--- config.mk ---
export PLATFORM = sky130hd
export DESIGN_NAME = alu_seq_flat
export DESIGN_NICKNAME = d
export VERILOG_FILES = /design/src/rtl/alu_pkg.sv /design/src/rtl/alu_seq_if.sv /design/src/rtl/alu_mul_iter.sv /design/src/rtl/alu_seq.sv /design/src/flat_wrapper.sv
export SDC_FILE = /design/constraint.sdc
export NUM_CORES = 1
export LEC_CHECK = 0
export ABC_AREA = 1
export ABC_CLOCK_PERIOD_IN_PS = 3500
export CORE_MARGIN = 8
export CORE_UTILIZATION = 40
export CTS_BUF_LIST = sky130_fd_sc_hd__clkbuf_4 sky130_fd_sc_hd__clkbuf_8
export DETAILED_ROUTE_END_ITERATION = 7
export PLACE_DENSITY = 0.57
export SLEW_MARGIN = 20
export SYNTH_ARGS = -nofsm -noshare
export SYNTH_HDL_FRONTEND = slang
export SYNTH_HIERARCHICAL = 1
export SYNTH_SLANG_ARGS = --single-unit
--- constraint.sdc ---
create_clock -name clk -period 3.5 [get_ports clk]
set_input_delay 0.35 -clock clk [delete_from_list [all_inputs] [get_ports clk]]
set_output_delay 0.35 -clock clk [all_outputs]
set_load 0.005 [all_outputs]
--- src/rtl/alu_pkg.sv ---
// alu_seq shared definitions.
// Opcodes, FSM states and flag bit positions.
package alu_pkg;

    localparam logic [3:0] ALU_ADD  = 4'b0000;
    localparam logic [3:0] ALU_SUB  = 4'b0001;
    localparam logic [3:0] ALU_MUL  = 4'b0010;
    localparam logic [3:0] ALU_MULU = 4'b0011;
    localparam logic [3:0] ALU_AND  = 4'b0100;
    localparam logic [3:0] ALU_OR   = 4'b0101;
    localparam logic [3:0] ALU_XOR  = 4'b0110;
    localparam logic [3:0] ALU_NOR  = 4'b0111;
    localparam logic [3:0] ALU_SLL  = 4'b1000;
    localparam logic [3:0] ALU_SRL  = 4'b1001;
    localparam logic [3:0] ALU_SRA  = 4'b1010;

    localparam int FLAG_Z = 0;
    localparam int FLAG_C = 1;
    localparam int FLAG_S = 2;
    localparam int FLAG_V = 3;

    typedef enum logic [1:0] {
        IDLE,
        MUL,
        DONE
    } state_t;

    function automatic logic is_mul(input logic [3:0] op);
        return (op == ALU_MUL) || (op == ALU_MULU);
    endfunction

endpackage

--- src/rtl/alu_seq_if.sv ---
// alu_seq request/response bundle.
// master = register-read side, slave = the ALU.
interface alu_seq_if #(
    parameter int WIDTH = 32
) ();

    logic             in_valid;
    logic             in_ready;
    logic [WIDTH-1:0] operand0;
    logic [WIDTH-1:0] operand1;
    logic [3:0]       control;
    logic             out_valid;
    logic             out_ready;
    logic [WIDTH-1:0] result;
    logic [WIDTH-1:0] result_hi;
    logic             zflag;
    logic             carryflag;
    logic             signflag;
    logic             overflowflag;

    modport master (
        output in_valid, operand0, operand1,
        output control, out_ready,
        input  in_ready, out_valid, result,
        input  result_hi, zflag, carryflag,
        input  signflag, overflowflag
    );

    modport slave (
        input  in_valid, operand0, operand1,
        input  control, out_ready,
        output in_ready, out_valid, result,
        output result_hi, zflag, carryflag,
        output signflag, overflowflag
    );

endinterface

--- src/rtl/alu_mul_iter.sv ---
// Radix-2 shift-add unsigned multiplier.
// One partial product per cycle, WIDTH cycles.
module alu_mul_iter #(
    parameter int WIDTH = 32
) (
    input  logic               clk,
    input  logic               rst,
    input  logic               start,
    input  logic [WIDTH-1:0]   mcand,
    input  logic [WIDTH-1:0]   mplier,
    output logic               done,
    output logic [2*WIDTH-1:0] product
);

    localparam int CW = $clog2(WIDTH);

    logic [WIDTH-1:0]   mcand_q;
    logic [2*WIDTH-1:0] prod_q;
    logic [CW-1:0]      cnt_q;
    logic               busy_q;
    logic [WIDTH:0]     sum;
    logic [2*WIDTH-1:0] prod_nxt;

    // add multiplicand into upper half when the current multiplier bit is set
    always_comb begin
        sum = {1'b0, prod_q[2*WIDTH-1:WIDTH]};
        if (prod_q[0]) begin
            sum = sum + {1'b0, mcand_q};
        end
        prod_nxt = {sum, prod_q[WIDTH-1:1]};
    end

    // done flags the final step; product is the value that step produces
    assign done    = busy_q && (cnt_q == CW'(WIDTH - 1));
    assign product = prod_nxt;

    // operand latch and one shift-add step per busy cycle
    always_ff @(posedge clk or posedge rst) begin
        if (rst) begin
            mcand_q <= '0;
            prod_q  <= '0;
            cnt_q   <= '0;
            busy_q  <= 1'b0;
        end else if (start) begin
            mcand_q <= mcand;
            prod_q  <= {{WIDTH{1'b0}}, mplier};
            cnt_q   <= '0;
            busy_q  <= 1'b1;
        end else if (busy_q) begin
            prod_q <= prod_nxt;
            cnt_q  <= cnt_q + CW'(1);
            if (done) begin
                busy_q <= 1'b0;
            end
        end
    end

endmodule

--- src/rtl/alu_seq.sv ---
// Multi-cycle ALU with valid/ready on both sides.
// Single-cycle ops plus an iterative signed/unsigned multiply.
module alu_seq
    import alu_pkg::*;
#(
    parameter int WIDTH = 32,
    parameter int SHW   = $clog2(WIDTH)
) (
    input logic      clk,
    input logic      rst,
    alu_seq_if.slave bus
);

    state_t state_q, state_d;

    logic             rdy;
    logic             vld;
    logic             accept;
    logic [WIDTH-1:0] a;
    logic [WIDTH-1:0] b;
    logic [3:0]       op;

    logic [WIDTH:0]   add_sum;
    logic [WIDTH:0]   sub_sum;
    logic [SHW-1:0]   shamt;
    logic [WIDTH-1:0] alu_res;
    logic             alu_c;
    logic             alu_v;

    logic             op_signed;
    logic [WIDTH-1:0] a_mag;
    logic [WIDTH-1:0] b_mag;
    logic             mul_start;
    logic             mul_done;
    logic [2*WIDTH-1:0] mul_prod;
    logic [2*WIDTH-1:0] prod_fix;
    logic [WIDTH-1:0] mul_lo;
    logic [WIDTH-1:0] mul_hi;
    logic             mul_c;
    logic             mul_v;

    logic             neg_q;
    logic             sgn_q;
    logic [WIDTH-1:0] res_q;
    logic [WIDTH-1:0] hi_q;
    logic [3:0]       flags_q;

    assign a      = bus.operand0;
    assign b      = bus.operand1;
    assign op     = bus.control;
    assign accept = bus.in_valid && rdy;
    assign shamt  = b[SHW-1:0];

    // single-cycle datapath: arithmetic, logic, shifts
    always_comb begin
        add_sum = {1'b0, a} + {1'b0, b};
        sub_sum = {1'b0, a} + {1'b0, ~b}
                + {{WIDTH{1'b0}}, 1'b1};
        alu_res = '0;
        alu_c   = 1'b0;
        alu_v   = 1'b0;
        unique case (op)
            ALU_ADD: begin
                alu_res = add_sum[WIDTH-1:0];
                alu_c   = add_sum[WIDTH];
                alu_v   = (a[WIDTH-1] == b[WIDTH-1])
                       && (add_sum[WIDTH-1] != a[WIDTH-1]);
            end
            ALU_SUB: begin
                alu_res = sub_sum[WIDTH-1:0];
                alu_c   = sub_sum[WIDTH];
                alu_v   = (a[WIDTH-1] != b[WIDTH-1])
                       && (sub_sum[WIDTH-1] != a[WIDTH-1]);
            end
            ALU_AND: alu_res = a & b;
            ALU_OR:  alu_res = a | b;
            ALU_XOR: alu_res = a ^ b;
            ALU_NOR: alu_res = ~(a | b);
            ALU_SLL: alu_res = a << shamt;
            ALU_SRL: alu_res = a >> shamt;
            ALU_SRA: alu_res = $signed(a) >>> shamt;
            default: alu_res = '0;
        endcase
    end

    // multiply operands go in as magnitudes; sign is restored on exit
    always_comb begin
        op_signed = (op == ALU_MUL);
        a_mag     = (op_signed && a[WIDTH-1]) ? -a : a;
        b_mag     = (op_signed && b[WIDTH-1]) ? -b : b;
        mul_start = accept && is_mul(op);
        prod_fix  = neg_q ? -mul_prod : mul_prod;
        mul_lo    = prod_fix[WIDTH-1:0];
        mul_hi    = prod_fix[2*WIDTH-1:WIDTH];
        mul_v     = sgn_q
                 && (mul_hi != {WIDTH{mul_lo[WIDTH-1]}});
        mul_c     = !sgn_q && (mul_hi != '0);
    end

    alu_mul_iter #(
        .WIDTH(WIDTH)
    ) u_mul (
        .clk    (clk),
        .rst    (rst),
        .start  (mul_start),
        .mcand  (a_mag),
        .mplier (b_mag),
        .done   (mul_done),
        .product(mul_prod)
    );

    // state register
    always_ff @(posedge clk or posedge rst) begin
        if (rst) begin
            state_q <= IDLE;
        end else begin
            state_q <= state_d;
        end
    end

    // next state and handshake outputs
    always_comb begin
        state_d = state_q;
        rdy     = 1'b0;
        vld     = 1'b0;
        unique case (state_q)
            IDLE: begin
                rdy = 1'b1;
                if (bus.in_valid) begin
                    state_d = is_mul(op) ? MUL : DONE;
                end
            end
            MUL: begin
                if (mul_done) begin
                    state_d = DONE;
                end
            end
            DONE: begin
                vld = 1'b1;
                if (bus.out_ready) begin
                    state_d = IDLE;
                end
            end
            default: state_d = IDLE;
        endcase
    end

    // result and flag registers, loaded on accept or multiply completion
    always_ff @(posedge clk or posedge rst) begin
        if (rst) begin
            res_q   <= '0;
            hi_q    <= '0;
            flags_q <= '0;
            neg_q   <= 1'b0;
            sgn_q   <= 1'b0;
        end else if (accept) begin
            if (is_mul(op)) begin
                sgn_q <= op_signed;
                neg_q <= op_signed
                      && (a[WIDTH-1] ^ b[WIDTH-1]);
            end else begin
                res_q           <= alu_res;
                hi_q            <= '0;
                flags_q[FLAG_Z] <= (alu_res == '0);
                flags_q[FLAG_C] <= alu_c;
                flags_q[FLAG_S] <= alu_res[WIDTH-1];
                flags_q[FLAG_V] <= alu_v;
            end
        end else if (state_q == MUL && mul_done) begin
            res_q           <= mul_lo;
            hi_q            <= mul_hi;
            flags_q[FLAG_Z] <= (prod_fix == '0);
            flags_q[FLAG_C] <= mul_c;
            flags_q[FLAG_S] <= mul_hi[WIDTH-1];
            flags_q[FLAG_V] <= mul_v;
        end
    end

    assign bus.in_ready     = rdy;
    assign bus.out_valid    = vld;
    assign bus.result       = res_q;
    assign bus.result_hi    = hi_q;
    assign bus.zflag        = flags_q[FLAG_Z];
    assign bus.carryflag    = flags_q[FLAG_C];
    assign bus.signflag     = flags_q[FLAG_S];
    assign bus.overflowflag = flags_q[FLAG_V];

endmodule

--- src/flat_wrapper.sv ---
// flat-port wrapper written by rule: the top's interface ports become plain ports
module alu_seq_flat import alu_pkg::*;
#(
    parameter int WIDTH = 32,
    parameter int SHW   = $clog2(WIDTH)
)
  (clk, rst, bus_in_valid, bus_operand0, bus_operand1, bus_control, bus_out_ready, bus_in_ready, bus_out_valid, bus_result, bus_result_hi, bus_zflag, bus_carryflag, bus_signflag, bus_overflowflag);
  alu_seq_if #(.WIDTH(WIDTH)) bus_i ();
  input logic clk;
  input logic rst;
  input wire logic [$bits(bus_i.in_valid)-1:0] bus_in_valid;
  input wire logic [$bits(bus_i.operand0)-1:0] bus_operand0;
  input wire logic [$bits(bus_i.operand1)-1:0] bus_operand1;
  input wire logic [$bits(bus_i.control)-1:0] bus_control;
  input wire logic [$bits(bus_i.out_ready)-1:0] bus_out_ready;
  output wire logic [$bits(bus_i.in_ready)-1:0] bus_in_ready;
  output wire logic [$bits(bus_i.out_valid)-1:0] bus_out_valid;
  output wire logic [$bits(bus_i.result)-1:0] bus_result;
  output wire logic [$bits(bus_i.result_hi)-1:0] bus_result_hi;
  output wire logic [$bits(bus_i.zflag)-1:0] bus_zflag;
  output wire logic [$bits(bus_i.carryflag)-1:0] bus_carryflag;
  output wire logic [$bits(bus_i.signflag)-1:0] bus_signflag;
  output wire logic [$bits(bus_i.overflowflag)-1:0] bus_overflowflag;
  assign bus_i.in_valid = bus_in_valid;
  assign bus_i.operand0 = bus_operand0;
  assign bus_i.operand1 = bus_operand1;
  assign bus_i.control = bus_control;
  assign bus_i.out_ready = bus_out_ready;
  assign bus_in_ready = bus_i.in_ready;
  assign bus_out_valid = bus_i.out_valid;
  assign bus_result = bus_i.result;
  assign bus_result_hi = bus_i.result_hi;
  assign bus_zflag = bus_i.zflag;
  assign bus_carryflag = bus_i.carryflag;
  assign bus_signflag = bus_i.signflag;
  assign bus_overflowflag = bus_i.overflowflag;
  alu_seq #(.WIDTH(WIDTH), .SHW(SHW)) u_core (.clk(clk), .rst(rst), .bus(bus_i));
endmodule
==> reports/results.tsv <==
metric	value	unit
maxSlewHeadroom	42.4	%
maxCapViolations	0	
synth_area	25400	µm²
start_kind	flip-flop	
cp.arrival	4.07	ns
grt_pass1_vias	31600	
final_cell_area	34200	µm²
met1_length	52200	µm
rsz0062_at_grt	yes	
row_count	92	
drc	0	
dp_cells	6123	
gr-usage-all-layers	36.7	%
ctsLongestPathBuffers	2	
skew	0.0190	ns
core-area	63000	µm²
yosys-top-cells-count	1668 x nand2_1, 644 x nand3_1, 534 x inv_1, 477 x nor2_1, 174 x dfrtp_1	
ys.flop_type	dfrtp_1	
worst_slack	-0.164	ns
gp_congestion	1.05	
hold_buffers	0	
avgRoutedWirePerCell	21.8	µm
cp-end-kind	flip-flop	
hold_slack	0.330	ns
clk_pin_slew_worst_paths	0.11	ns
ff2ff_path_depth	26	
die_y	268	µm
setup.worst_path.class	reg -> reg	
cts_tree	yes	
cts_buffers	17	
synth_edf_count	0	
met2WireLength	60600	µm
place_hpwl	113000	µm
ys_seq_elements	174	
power.density	712	nW/µm²
drt_first_pass_iters	7	
reg2reg_slack	-0.16	ns
ys_top_cells_by_area	nand2_1 25%, dfrtp_1 17%, nand3_1 13%	
synthCells	4599	
finalMaxSlewViolations	0	
first_iter_violations	3125	
synth_fp_nets	4809	
n_fill_cell	6660	
setup_viol	3	
min_period	3.66	ns
cp_max_fo	3	
placed_area	32500	µm²
ys_async_sr_fraction	100	%
ios	142	
portBuffers	141	
hold_violations	0	
yosysMostFrequentCell	nand2_1	
dieArea	71900	µm²
violations	negative setup slack	
grt_first_pass_wirelength	198000	µm
cts_max_level	4	
peakVddDrop	0.484	mV
viasPerCell	5.37	
layout-drive-gt1-share	21.6	%
finalWirelength	135000	µm
grt_max_degree	85	
leakage	18.1	nW
detail-route-antenna-nets	0	
fin_nets	5519	
grt_antenna_before_repair	4	
rr_startpoint	u_core/u_mul/prod_q[32]	
min_path_type	in -> async	
cts_root_buf	clkbuf_8	
grt_overflow_total	0	
status	finished with violations	
final_cells	6169	
synth_top_area_share	24.6	%
wl_met3	8570	µm
syn_area_per_cell	5.53	µm²
seq_area_frac_synth	17.1	%
max_freq	0.273	GHz
worst_pin_slew	0.856	ns
synth_top_cell_by_area	nand2_1	
num_vias	33100	
r2r-end	u_core/flags_q[3]	
start_util	40.4	%
die_w	268	µm
ys_warn_count	6	
period_share	105	%
netlist-cell-type-count	60	
cts_sinks	174	
syn2layout_area_growth	34.3	%
cp.required	3.90	ns
highest_layer	met5	
clk_latency	0.52	ns
-- cells by family (layout without fill, tap and decap cells) --
kind of cell,after synthesis,after routing,share of synthesized area (%)
adders and majority gates,138,138,6.88
other,0,2,0
DFF,174,174,17.1
xor gates and xnor gates,98,98,3.38
buffers and inverters,755,1477,12.5
AOI/OAI and AO/OA,414,414,9.41
and+or+nand+nor,3020,3020,50.7
-- stage by stage --
step                      setup TNS [ns]  setup slack [ns]  power, mW  util (%)
after floorplan                        0             0.199       13.1         -
after global placement             -1.16            -0.394       20.4      51.7
after detailed placement           -1.39            -0.424       20.5      51.7
after CTS                         -0.258           -0.0910       23.1      53.3
after global routing               -1.83            -0.505       26.1      54.2
final                             -0.418            -0.164       24.3      54.2
-- state kept, by name, indices dropped and copies added (netlist names) --
| signal | count |
|---|---|
| u_core/u_mul/cnt_q | 5 |
| u_core/bus.result | 32 |
| u_core/flags_q | 4 |
| u_core/state_q | 2 |
| u_core/u_mul/mcand_q | 32 |
| u_core/u_mul/prod_q | 64 |
| u_core/u_mul/busy_q | 1 |
| u_core/bus.result_hi | 32 |
| u_core/neg_q | 1 |
| u_core/sgn_q | 1 |
-- worst max-delay path by stage --
stage	startpoint	endpoint	slack [ns]
floorplan	u_core/u_mul/mcand_q[0]	u_core/flags_q[0]	0.20
CTS	u_core/u_mul/prod_q[32]	u_core/flags_q[3]	-0.09
detailed placement	u_core/u_mul/mcand_q[0]	u_core/flags_q[0]	-0.42
finish	u_core/u_mul/prod_q[32]	u_core/flags_q[3]	-0.16
global placement	u_core/u_mul/mcand_q[0]	u_core/flags_q[0]	-0.39
global route	u_core/u_mul/prod_q[45]	u_core/flags_q[3]	-0.50
-- where the power goes --
group	internal (mW)	switching, mW	leakage [nW]
registers	2.80	0.901	2.22
clock network	0.718	0.844	0.212
logic	7.60	11.4	15.6
-- what timing repair did --
item | 4_1_cts | 5_1_grt
resized for setup | 128 | 148
buffers inserted | 8 | 6
setup endpoints to repair | 5 | 14
pin swaps | 42 | 70
-- cells in the final DEF (no fill, tap or decap), types with 11 or more instances in the layout --
cell	synthesis	layout
nor3_1	37	35
or2_2	14	14
o22ai_1	23	23
nor2_1	477	405
clkdlybuf4s50_1	0	138
o21ai_0	169	167
inv_2	20	33
nand3_2	17	35
clkbuf_8	0	17
nand4_1	52	52
o221ai_1	20	20
a21oi_1	113	105
nand2_1	1668	1607
o211ai_1	17	17
xor2_1	84	84
nand3b_1	12	12
nand3_1	644	620
dfrtp_1	174	165
inv_1	534	520
buf_4	37	725
buf_12	0	16
ha_1	135	109
ha_4	0	24
o21ai_1	12	11
nor2_2	18	69
nand2_4	5	12
nor2_4	8	29
nand2_2	28	82
-- final cells by class --
class / count / area, µm² / area share (%)
repair buffers: 885 / 7190 / 21.1
clock inverters: 14 / 181 / 0.531
inverters: 561 / 2110 / 6.18
clock buffers: 17 / 234 / 0.685
flip-flops and latches: 174 / 4370 / 12.8
multi-input cells: 3670 / 19000 / 55.6
well taps: 846 / 1060 / 3.10
diodes: 2 / 5.00 / 0.0147
-- layer usage --
layer | up-vias | GRT usage (%)
li1 | 16100 | -
met1 | 15200 | 42.7
met2 | 1444 | 59.7
met3 | 420 | 5.35
met4 | 2 | 29.9
met5 | - | 0
-- critical path, stage by stage, from the launching register on --
cell     delay [ns]
dfrtp_1        0.40
ha_2           0.21
fa_2           0.41
buf_6          0.14
nand3_1        0.09
nand3_2        0.14
nand2_2        0.11
nand2_1        0.05
nand2_1        0.09
nand3_2        0.11
o21a_4         0.17
inv_1          0.07
buf_4          0.11
nand3_1        0.12
o21ai_1        0.25
o21a_1         0.18
nand2_1        0.07
nand2_2        0.07
nand2_2        0.06
nand2_1        0.06
nand2_1        0.06
nor2_1         0.11
nand2_1        0.07
nor2_1         0.10
nand2_1        0.11
o21ai_2        0.15
a21oi_2        0.06
Power figures use the tool's default switching activity.
